===== config.mk =====
export PLATFORM = sky130hd
export DESIGN_NAME = ql_bitstream_loader
export DESIGN_NICKNAME = d
export VERILOG_FILES = /design/src/rtl/ql_bitstream_loader.sv
export SDC_FILE = /design/constraint.sdc
export NUM_CORES = 1
export LEC_CHECK = 0
export BUFFER_PORTS_ARGS = -buffer_cell sky130_fd_sc_hd__clkbuf_2
export CORE_AREA = 2 2 371 373
export DETAILED_ROUTE_END_ITERATION = 6
export DIE_AREA = 0 0 373 375
export SETUP_SLACK_MARGIN = 0.2
export SYNTH_ARGS = -nofsm -noshare
export SYNTH_HDL_FRONTEND = slang
export SYNTH_SLANG_ARGS = --single-unit

===== constraint.sdc =====
create_clock -name clk -period 2.25 [get_ports clk]
set_input_delay 0.45 -clock clk [delete_from_list [all_inputs] [get_ports clk]]
set_output_delay 0.45 -clock clk [all_outputs]
set_load 0.01 [all_outputs]

===== src/rtl/ql_bitstream_loader.sv =====
// Memory-bank configuration loader: streams bit-line words row by row, pulses one word line per row,
// then releases the fabric reset. Optional end-of-load XOR checksum word under QL_CFG_CHECKSUM_EN.
module ql_bitstream_loader #(
   parameter int BL_WIDTH      = 514,
   parameter int WL_WIDTH      = 407,
   parameter int DATA_WIDTH    = 32,
   parameter int WL_PULSE      = 2,
   parameter int RELEASE_DELAY = 4
) (
   input  logic                  clk,
   input  logic                  global_resetn,
   input  logic                  start,
   input  logic [DATA_WIDTH-1:0] cfg_data,
   input  logic                  cfg_valid,
   output logic                  cfg_ready,
   output logic [0:BL_WIDTH-1]   bl_config_region_0,
   output logic [0:WL_WIDTH-1]   wl_config_region_0,
   output logic                  busy,
   output logic                  done,
   output logic                  err,
   output logic                  fabric_resetn
);

   localparam int WPR    = (BL_WIDTH + DATA_WIDTH - 1) / DATA_WIDTH;
   localparam int ROW_W  = (WL_WIDTH > 1) ? $clog2(WL_WIDTH) : 1;
   localparam int WORD_W = $clog2(WPR + 1);
   localparam int PUL_W  = $clog2(WL_PULSE + 1);
   localparam int REL_W  = $clog2(RELEASE_DELAY + 1);

   localparam logic [2:0] S_IDLE  = 3'd0;
   localparam logic [2:0] S_LOAD  = 3'd1;
   localparam logic [2:0] S_PULSE = 3'd2;
   localparam logic [2:0] S_GAP   = 3'd3;
   localparam logic [2:0] S_DONE  = 3'd4;
`ifdef QL_CFG_CHECKSUM_EN
   localparam logic [2:0] S_CHECK = 3'd5;
`endif

   // Handshake: a word moves on a rising edge where cfg_valid && cfg_ready; cfg_ready is a
   // registered decode of the FSM state and never looks at cfg_valid.
   logic [2:0]            state_q, state_d;
   logic [ROW_W-1:0]      row_q, row_d;
   logic [WORD_W-1:0]     word_q, word_d;
   logic [PUL_W-1:0]      pulse_q, pulse_d;
   logic [REL_W-1:0]      rel_q, rel_d;
   logic [0:BL_WIDTH-1]   bl_q, bl_d;
   logic [0:WL_WIDTH-1]   wl_q, wl_d;
   logic                  cfg_ready_q, cfg_ready_d;
   logic                  busy_q, busy_d;
   logic                  done_q, done_d;
   logic                  frst_q, frst_d;
   logic                  chk_fail;
   logic                  accept;
`ifdef QL_CFG_CHECKSUM_EN
   logic [DATA_WIDTH-1:0] xor_q, xor_d;
   logic                  err_q, err_d;
   assign chk_fail = err_q;
`else
   assign chk_fail = 1'b0;
`endif

   assign accept = cfg_valid && cfg_ready_q;

   always_comb begin
      state_d = state_q;
      row_d   = row_q;
      word_d  = word_q;
      pulse_d = pulse_q;
      rel_d   = rel_q;
      bl_d    = bl_q;
      frst_d  = frst_q;
`ifdef QL_CFG_CHECKSUM_EN
      xor_d   = xor_q;
      err_d   = err_q;
`endif
      case (state_q)
         S_IDLE: begin
            if (start) begin
               state_d = S_LOAD;
               row_d   = '0;
               word_d  = '0;
               bl_d    = '0;
`ifdef QL_CFG_CHECKSUM_EN
               xor_d   = '0;
`endif
            end
         end
         S_LOAD: begin
            if (accept) begin
               // Word k lands on bit lines k*DATA_WIDTH.. ; indices past BL_WIDTH simply do not exist.
               for (int i = 0; i < BL_WIDTH; i++) begin
                  if ((i / DATA_WIDTH) == int'(word_q)) bl_d[i] = cfg_data[i % DATA_WIDTH];
               end
`ifdef QL_CFG_CHECKSUM_EN
               xor_d = xor_q ^ cfg_data;
`endif
               if (word_q == WORD_W'(WPR - 1)) begin
                  state_d = S_PULSE;
                  pulse_d = '0;
                  word_d  = '0;
               end else begin
                  word_d = word_q + 1'b1;
               end
            end
         end
         S_PULSE: begin
            if (pulse_q == PUL_W'(WL_PULSE - 1)) state_d = S_GAP;
            else                                 pulse_d = pulse_q + 1'b1;
         end
         S_GAP: begin
            if (row_q == ROW_W'(WL_WIDTH - 1)) begin
`ifdef QL_CFG_CHECKSUM_EN
               state_d = S_CHECK;
`else
               state_d = S_DONE;
               rel_d   = '0;
`endif
            end else begin
               state_d = S_LOAD;
               row_d   = row_q + 1'b1;
               word_d  = '0;
               bl_d    = '0;
            end
         end
`ifdef QL_CFG_CHECKSUM_EN
         S_CHECK: begin
            if (accept) begin
               state_d = S_DONE;
               rel_d   = '0;
               err_d   = (cfg_data != xor_q);
            end
         end
`endif
         S_DONE: begin
            // A failed checksum keeps the fabric in reset until the loader itself is reset.
            if (rel_q != REL_W'(RELEASE_DELAY - 1)) rel_d  = rel_q + 1'b1;
            else if (!chk_fail)                     frst_d = 1'b1;
         end
         default: state_d = S_IDLE;
      endcase
   end

   always_comb begin
      wl_d = '0;
      if (state_d == S_PULSE) wl_d[row_d] = 1'b1;
`ifdef QL_CFG_CHECKSUM_EN
      cfg_ready_d = (state_d == S_LOAD) || (state_d == S_CHECK);
      busy_d      = (state_d == S_LOAD) || (state_d == S_PULSE) || (state_d == S_GAP) ||
                    (state_d == S_CHECK);
`else
      cfg_ready_d = (state_d == S_LOAD);
      busy_d      = (state_d == S_LOAD) || (state_d == S_PULSE) || (state_d == S_GAP);
`endif
      done_d = (state_d == S_DONE);
   end

   always_ff @(posedge clk) begin
      if (!global_resetn) begin
         state_q     <= S_IDLE;
         row_q       <= '0;
         word_q      <= '0;
         pulse_q     <= '0;
         rel_q       <= '0;
         bl_q        <= '0;
         wl_q        <= '0;
         cfg_ready_q <= 1'b0;
         busy_q      <= 1'b0;
         done_q      <= 1'b0;
         frst_q      <= 1'b0;
`ifdef QL_CFG_CHECKSUM_EN
         xor_q       <= '0;
         err_q       <= 1'b0;
`endif
      end else begin
         state_q     <= state_d;
         row_q       <= row_d;
         word_q      <= word_d;
         pulse_q     <= pulse_d;
         rel_q       <= rel_d;
         bl_q        <= bl_d;
         wl_q        <= wl_d;
         cfg_ready_q <= cfg_ready_d;
         busy_q      <= busy_d;
         done_q      <= done_d;
         frst_q      <= frst_d;
`ifdef QL_CFG_CHECKSUM_EN
         xor_q       <= xor_d;
         err_q       <= err_d;
`endif
      end
   end

   assign cfg_ready          = cfg_ready_q;
   assign bl_config_region_0 = bl_q;
   assign wl_config_region_0 = wl_q;
   assign busy               = busy_q;
   assign done               = done_q;
   assign err                = chk_fail;
   assign fabric_resetn      = frst_q;

endmodule


Word level (Yosys, flattened, before mapping)
Cells that the tools add are included.
{"block": "word_totals", "reg_bits": 947, "inputBits": 36, "out_inout_bits": 926, "word_cells": 659}
{"block": "classes", "add_sub_neg": 4, "n_lt_le_gt_ge": 2, "eq_ne": 52, "n_mux": 541, "bitwise": 2, "reduce_logical": 31}
{"op": "two-way mux 514 bit", "count": 3}
{"op": "case mux 514 bit (3 select lines)", "count": 1}
{"op": "two-way mux 1 bit", "count": 515}
{"op": "AND reduction 5 bit", "count": 17}
{"op": "inequality test 2 bit, second input constant", "count": 24}
{"op": "equality test 5 bit, first input constant", "count": 9}
{"op": "two-way mux 3 bit", "count": 7}
{"op": "equality test 4 x 5 -> 1 bit, first input constant", "count": 4}
{"op": "two-way mux 5 bit", "count": 4}
{"op": "two-way mux 9 bit", "count": 2}
{"op": "case mux 9 bit (2 select lines)", "count": 1}
{"op": "case mux 3 bit (5 select lines)", "count": 1}
{"op": "case mux 5 bit (3 select lines)", "count": 1}
{"op": "equality test 3 x 2 -> 1 bit, second input constant", "count": 4}
{"op": "equality test 3 x 5 -> 1 bit, first input constant", "count": 2}
{"op": "greater-or-equal comparator 10 bit, second input constant", "count": 1}
{"op": "less-than comparator 10 x 1 -> 1 bit, second input constant", "count": 1}
{"op": "inverter 9 -> 10 bit", "count": 1}
{"op": "adder 9 x 1 -> 9 bit, second input constant", "count": 1}
{"op": "demux 1 bit (select 9 bit)", "count": 1}
{"op": "equality test 9 bit, second input constant", "count": 1}
{"op": "AND reduction 4 bit", "count": 2}
{"op": "equality test 3 x 1 -> 1 bit, second input constant", "count": 2}
{"op": "equality test 3 bit, second input constant", "count": 2}
{"op": "other kinds (19)", "count": 25}

Logic depth before layout (Yosys ltp)
{"block": "depth", "ltp_word": 8, "depth_mapped": 11, "mapped_depth_nobuf": 7}

Worst setup path after synthesis
Ideal clock, no wire load.
{"block": "synth_path", "path_kind": "reg2reg", "from": "register row_q[0]", "to": "register wl_q (netlist bit wl_config_region_0[54])", "setup_ns": 0.092, "t_arrival_ns": 2.282, "t_required_ns": 2.158, "path_slack_ns": -0.124, "stages_incl_launch_ff": 11, "n_path_buf": 3, "period_less_slack_ns": 2.374, "cell_sequence": "dfxtp_1 buf_2 inv_1 ha_1 nand4b_1 o21ai_1 buf_2 mux2i_1 nand3_2 buf_1 nor4_1"}
{"block": "synth_via", "elab_chain_len": 8, "word_cells_on_any_way": 15, "classes_between": "add/sub: 1; order compare: 2; eq/ne: 2; mux: 7; bitwise: 1; reduce/logical: 2"}
{"element": "from (decl)", "line": "42", "rtl": "logic [ROW_W-1:0] row_q, row_d;"}
{"element": "from (signal assigned)", "line": "176", "rtl": "row_q <= row_d;"}
{"element": "adder 9 x 1 -> 9 bit / equality test 9 bit (equally long branches)", "line": "120, 111"}
{"element": "two-way mux 9 bit", "line": "111", "rtl": "if (row_q == ROW_W'(WL_WIDTH - 1)) begin"}
{"element": "case mux 9 bit (2 select lines)", "line": "76", "rtl": "case (state_q)"}
{"element": "inverter 9 -> 10 bit (implied by the code)", "line": "145", "rtl": "if (state_d == S_PULSE) wl_d[row_d] = 1'b1;"}
{"element": "greater-or-equal comparator 10 bit (implied by the code) / less-than comparator 10 x 1 -> 1 bit (equally long branches)", "line": "145"}
{"element": "logical AND 1 bit (implied by the code)", "line": "145"}
{"element": "two-way mux 1 bit (implied by the code)", "line": "145"}
{"element": "demux 1 bit (select 9 bit)", "line": "145"}
{"element": "to (signal assigned)", "line": "181", "rtl": "wl_q <= wl_d;"}
{"element": "to (decl)", "line": "47", "rtl": "logic [0:WL_WIDTH-1] wl_q, wl_d;"}
Several ways; a longest one is shown, not always the timed one.
A chain may end at the register's enable or synchronous reset.

Final worst setup path
{"block": "layout_path", "from": "register row_q[0]", "to": "register wl_q (netlist bit wl_config_region_0[374])"}
The elaborated chain is that of the path after synthesis.

==> run summary <==
Distinct cells, synth: 73
CP bufs+invs: 5
Worst path top cell family by delay: buffers and inverters
Worst-Margin Slew: 0.7061 ns
status: finished, violations left
LEAKAGE: 0.02132 uW
first-pass GRT wire length: 199.8 mm
worst path arrival time: 2.96 ns
layout cells sized above 1: 43.30%
WL final: 143.1 mm
Initial Util: 24.37%
Rel. slew slack: 52.93%
CTS sink cnt: 947
Synth Cell Area: 0.03322 sq mm
CTS tree: done
top-level port count: 962
die width: 373 um
Synth async-reset ratio: 0%
# nets final: 4487
H-tree Lvls: 3
Layout area overhead: 54.05%
GRT overflow: 0
Worst-Skew Late Latency: 0.71 ns
DR DRC count: 0
critical path class: flop to flop
vias in the first global route: 28030
initial drt markers: 1591
top_reg_cell synth: dfxtp_1
Finish-stage setup viols: 264
Critical Path Max Stage Delay: 0.36 ns
Rows: 136
Crit. Startpoint: row_q[0]
failing checks: negative setup slack
Antenna Nets Post-Route: 0
crit path launch type: flop
min cycle time layout: 2.364 ns
Clock Skews: 0.03079 ns
initial antenna violation count: 3
DP Wirelength: 93.38 mm
Max Fanout on Critical Path: 8
EDFF count, synth: 0
Longest Clk Path Bufs: 3
final number of max-transition violations: 0
area of the core: 0.1363 sq mm
Total GRT Usage: 19.29%
Syn. warnings: 0
Mapped Avg Cell Area: 10.36 sq um
period utilisation layout: 105.1%
most used cell, CP: buf_12
PortBufs: 960
First-pass DRT Iterations: 5
FILL cells: 13240
TritonCTS Buffers: 98
slowest CP cell: dfxtp_4
post-placement setup slack: -0.3821 ns
max-cap check violation count: 0
most common cell after layout, fill and taps aside: clkbuf_2
RSZ-0062 raised after global routing: true
Worst Hold Launch: global_resetn
most frequent cells in the layout: clkbuf_2 (959), dfxtp_1 (939), nor2b_1 (365)
GPL Wtd Cong: 0.8261
min-delay worst type: input port to flop
Max Clk Rate: 0.4230 GHz
CP Capture Type: flop
final cell count without fillers: 6322
Post-Synthesis Cells: 3205
final hold vios: 0
maximum vdd drop: 0.6045 mV
area of the die: 0.1399 sq mm
largest net degree at the start of global routing: 186
dpl cells: 5982
Die H: 375 um
r2r startpoint: row_q[0]
CTS root buffer: clkbuf_16
Vias: 28370
Hold Buf Count CTS: 0
CP Data Required Time: 2.85 ns
vias per cell: 4.488
synthesized flop and latch total: 947
Cell Chain, Critical Path: inv_4 -> ha_4 -> nand4b_1 -> o21ai_2 -> buf_12 -> buf_6 -> mux2i_4 -> buf_12 -> nand3_4 -> buf_12 -> nor4_2
clock-pin transition on the worst setup and hold timing paths: 0.07 ns
final worst slack: -0.1141 ns
drt wl/cell: 22.64 um
sequential area share after synthesis: 57.08%
syn nets: 3251
power per cell area: 758.0 mW/mm^2
worst reg2reg max path: stages (launching register included):
cell,delay [ns]
dfxtp_4,0.36
inv_4,0.06
ha_4,0.11
nand4b_1,0.15
o21ai_2,0.25
buf_12,0.17
buf_6,0.11
mux2i_4,0.26
buf_12,0.17
nand3_4,0.15
buf_12,0.20
nor4_2,0.28
routing by layer:
metal	routed length, um	track usage, %
met4	5908	8.797
met2	70970	33.67
met1	56320	22.08
met3	9933	4.898
met5	0	0
cell families (layout without fill, tap and decap cells):
logic type,Yosys count,count (layout),share of synthesized area (%)
compound gates,253,253,5.756
flops,947,947,57.08
other cells,1,7,0.01129
simple gates,1300,1302,20.85
buf+inv,333,1648,5.063
mux,358,358,10.79
fa+ha+maj,10,10,0.3767
xor+xnor,3,3,0.07912
Yosys cell counts (4+ instances only):
cell type	n	share of area, %
o2111ai_1	5	0.13
nand2b_1	9	0.17
ha_1	10	0.38
dfxtp_1	947	57
o211ai_1	7	0.16
and2_1	40	0.75
nand2_1	340	3.8
nor2b_1	365	6.9
buf_2	87	1.3
a21o_1	4	0.090
a21boi_0	166	3.8
buf_4	42	0.95
nor4_1	59	1.1
nor3_2	16	0.48
buf_6	22	0.75
nor3_1	268	4.0
nor2_1	87	0.98
or3_1	5	0.094
o21ai_0	13	0.20
nand3_1	34	0.51
mux2i_1	358	11
buf_1	12	0.14
a21oi_1	24	0.36
nor3_4	8	0.39
inv_1	9	0.10
nand4_1	25	0.47
and3_1	11	0.21
clkbuf_1	161	1.8
o211ai_2	4	0.15
final cells by class:
type,instances,area (sq um),area share [%]
flip-flops and latches,947,18980,37.09
clock buffers,137,2821,5.514
inverters,9,36.28,0.07091
clock inverters,44,546.8,1.069
repair buffers,1458,11780,23.02
multi-input cells,1927,14750,28.82
well taps,1794,2245,4.387
diodes,6,15.01,0.02934
sequential cells by signal, summed over array words and instances, names as in the netlist:
signal,flops
bl_config_region_0,514
busy,1
cfg_ready,1
done,1
fabric_resetn,1
pulse_q,2
rel_q,3
row_q,9
state_q,3
wl_config_region_0,407
word_q,5
through the flow:
step,hold WS [ns],cell area (sq um),setup TNS (ns),utilization (%),total power (uW)
floorplan,0.4410,33670,0,-,19770
global placement,0.4507,43170,-179.88,31.67,21600
detailed placement,0.4562,43170,-189.15,31.67,21630
CTS,0.1124,49770,-3.513,36.51,39110
global route,0.1868,51160,-47.69,37.53,40070
finish,0.1990,51170,-7.681,37.54,38790
final timing paths:
check	end	slack [ns]	cells past startpoint
setup / recovery	wl_config_region_0[374]	-0.11	11
setup reg to reg	wl_config_region_0[374]	-0.11	11
hold reg to reg	bl_config_region_0[7]	0.46	2
hold / removal	state_q[1]	0.20	3
what timing repair did:
| item | in CTS | in global routing |
|---|---|---|
| resized for setup | 322 | 162 |
| gates cloned | 34 | 15 |
| pin swaps | 83 | 55 |
| setup endpoints to repair | 928 | 927 |
| endpoints found under the hold margin | 0 | 0 |
| buffers inserted | 88 | 16 |
power breakdown:
group / leakage, uW / internal, uW / switching (uW)
clock network: 0.00165 / 9760 / 7210
logic: 0.0120 / 2030 / 2480
registers: 0.00765 / 17100 / 193
total: 0.0213 / 28900 / 9880
Power figures use the tool's default switching activity.
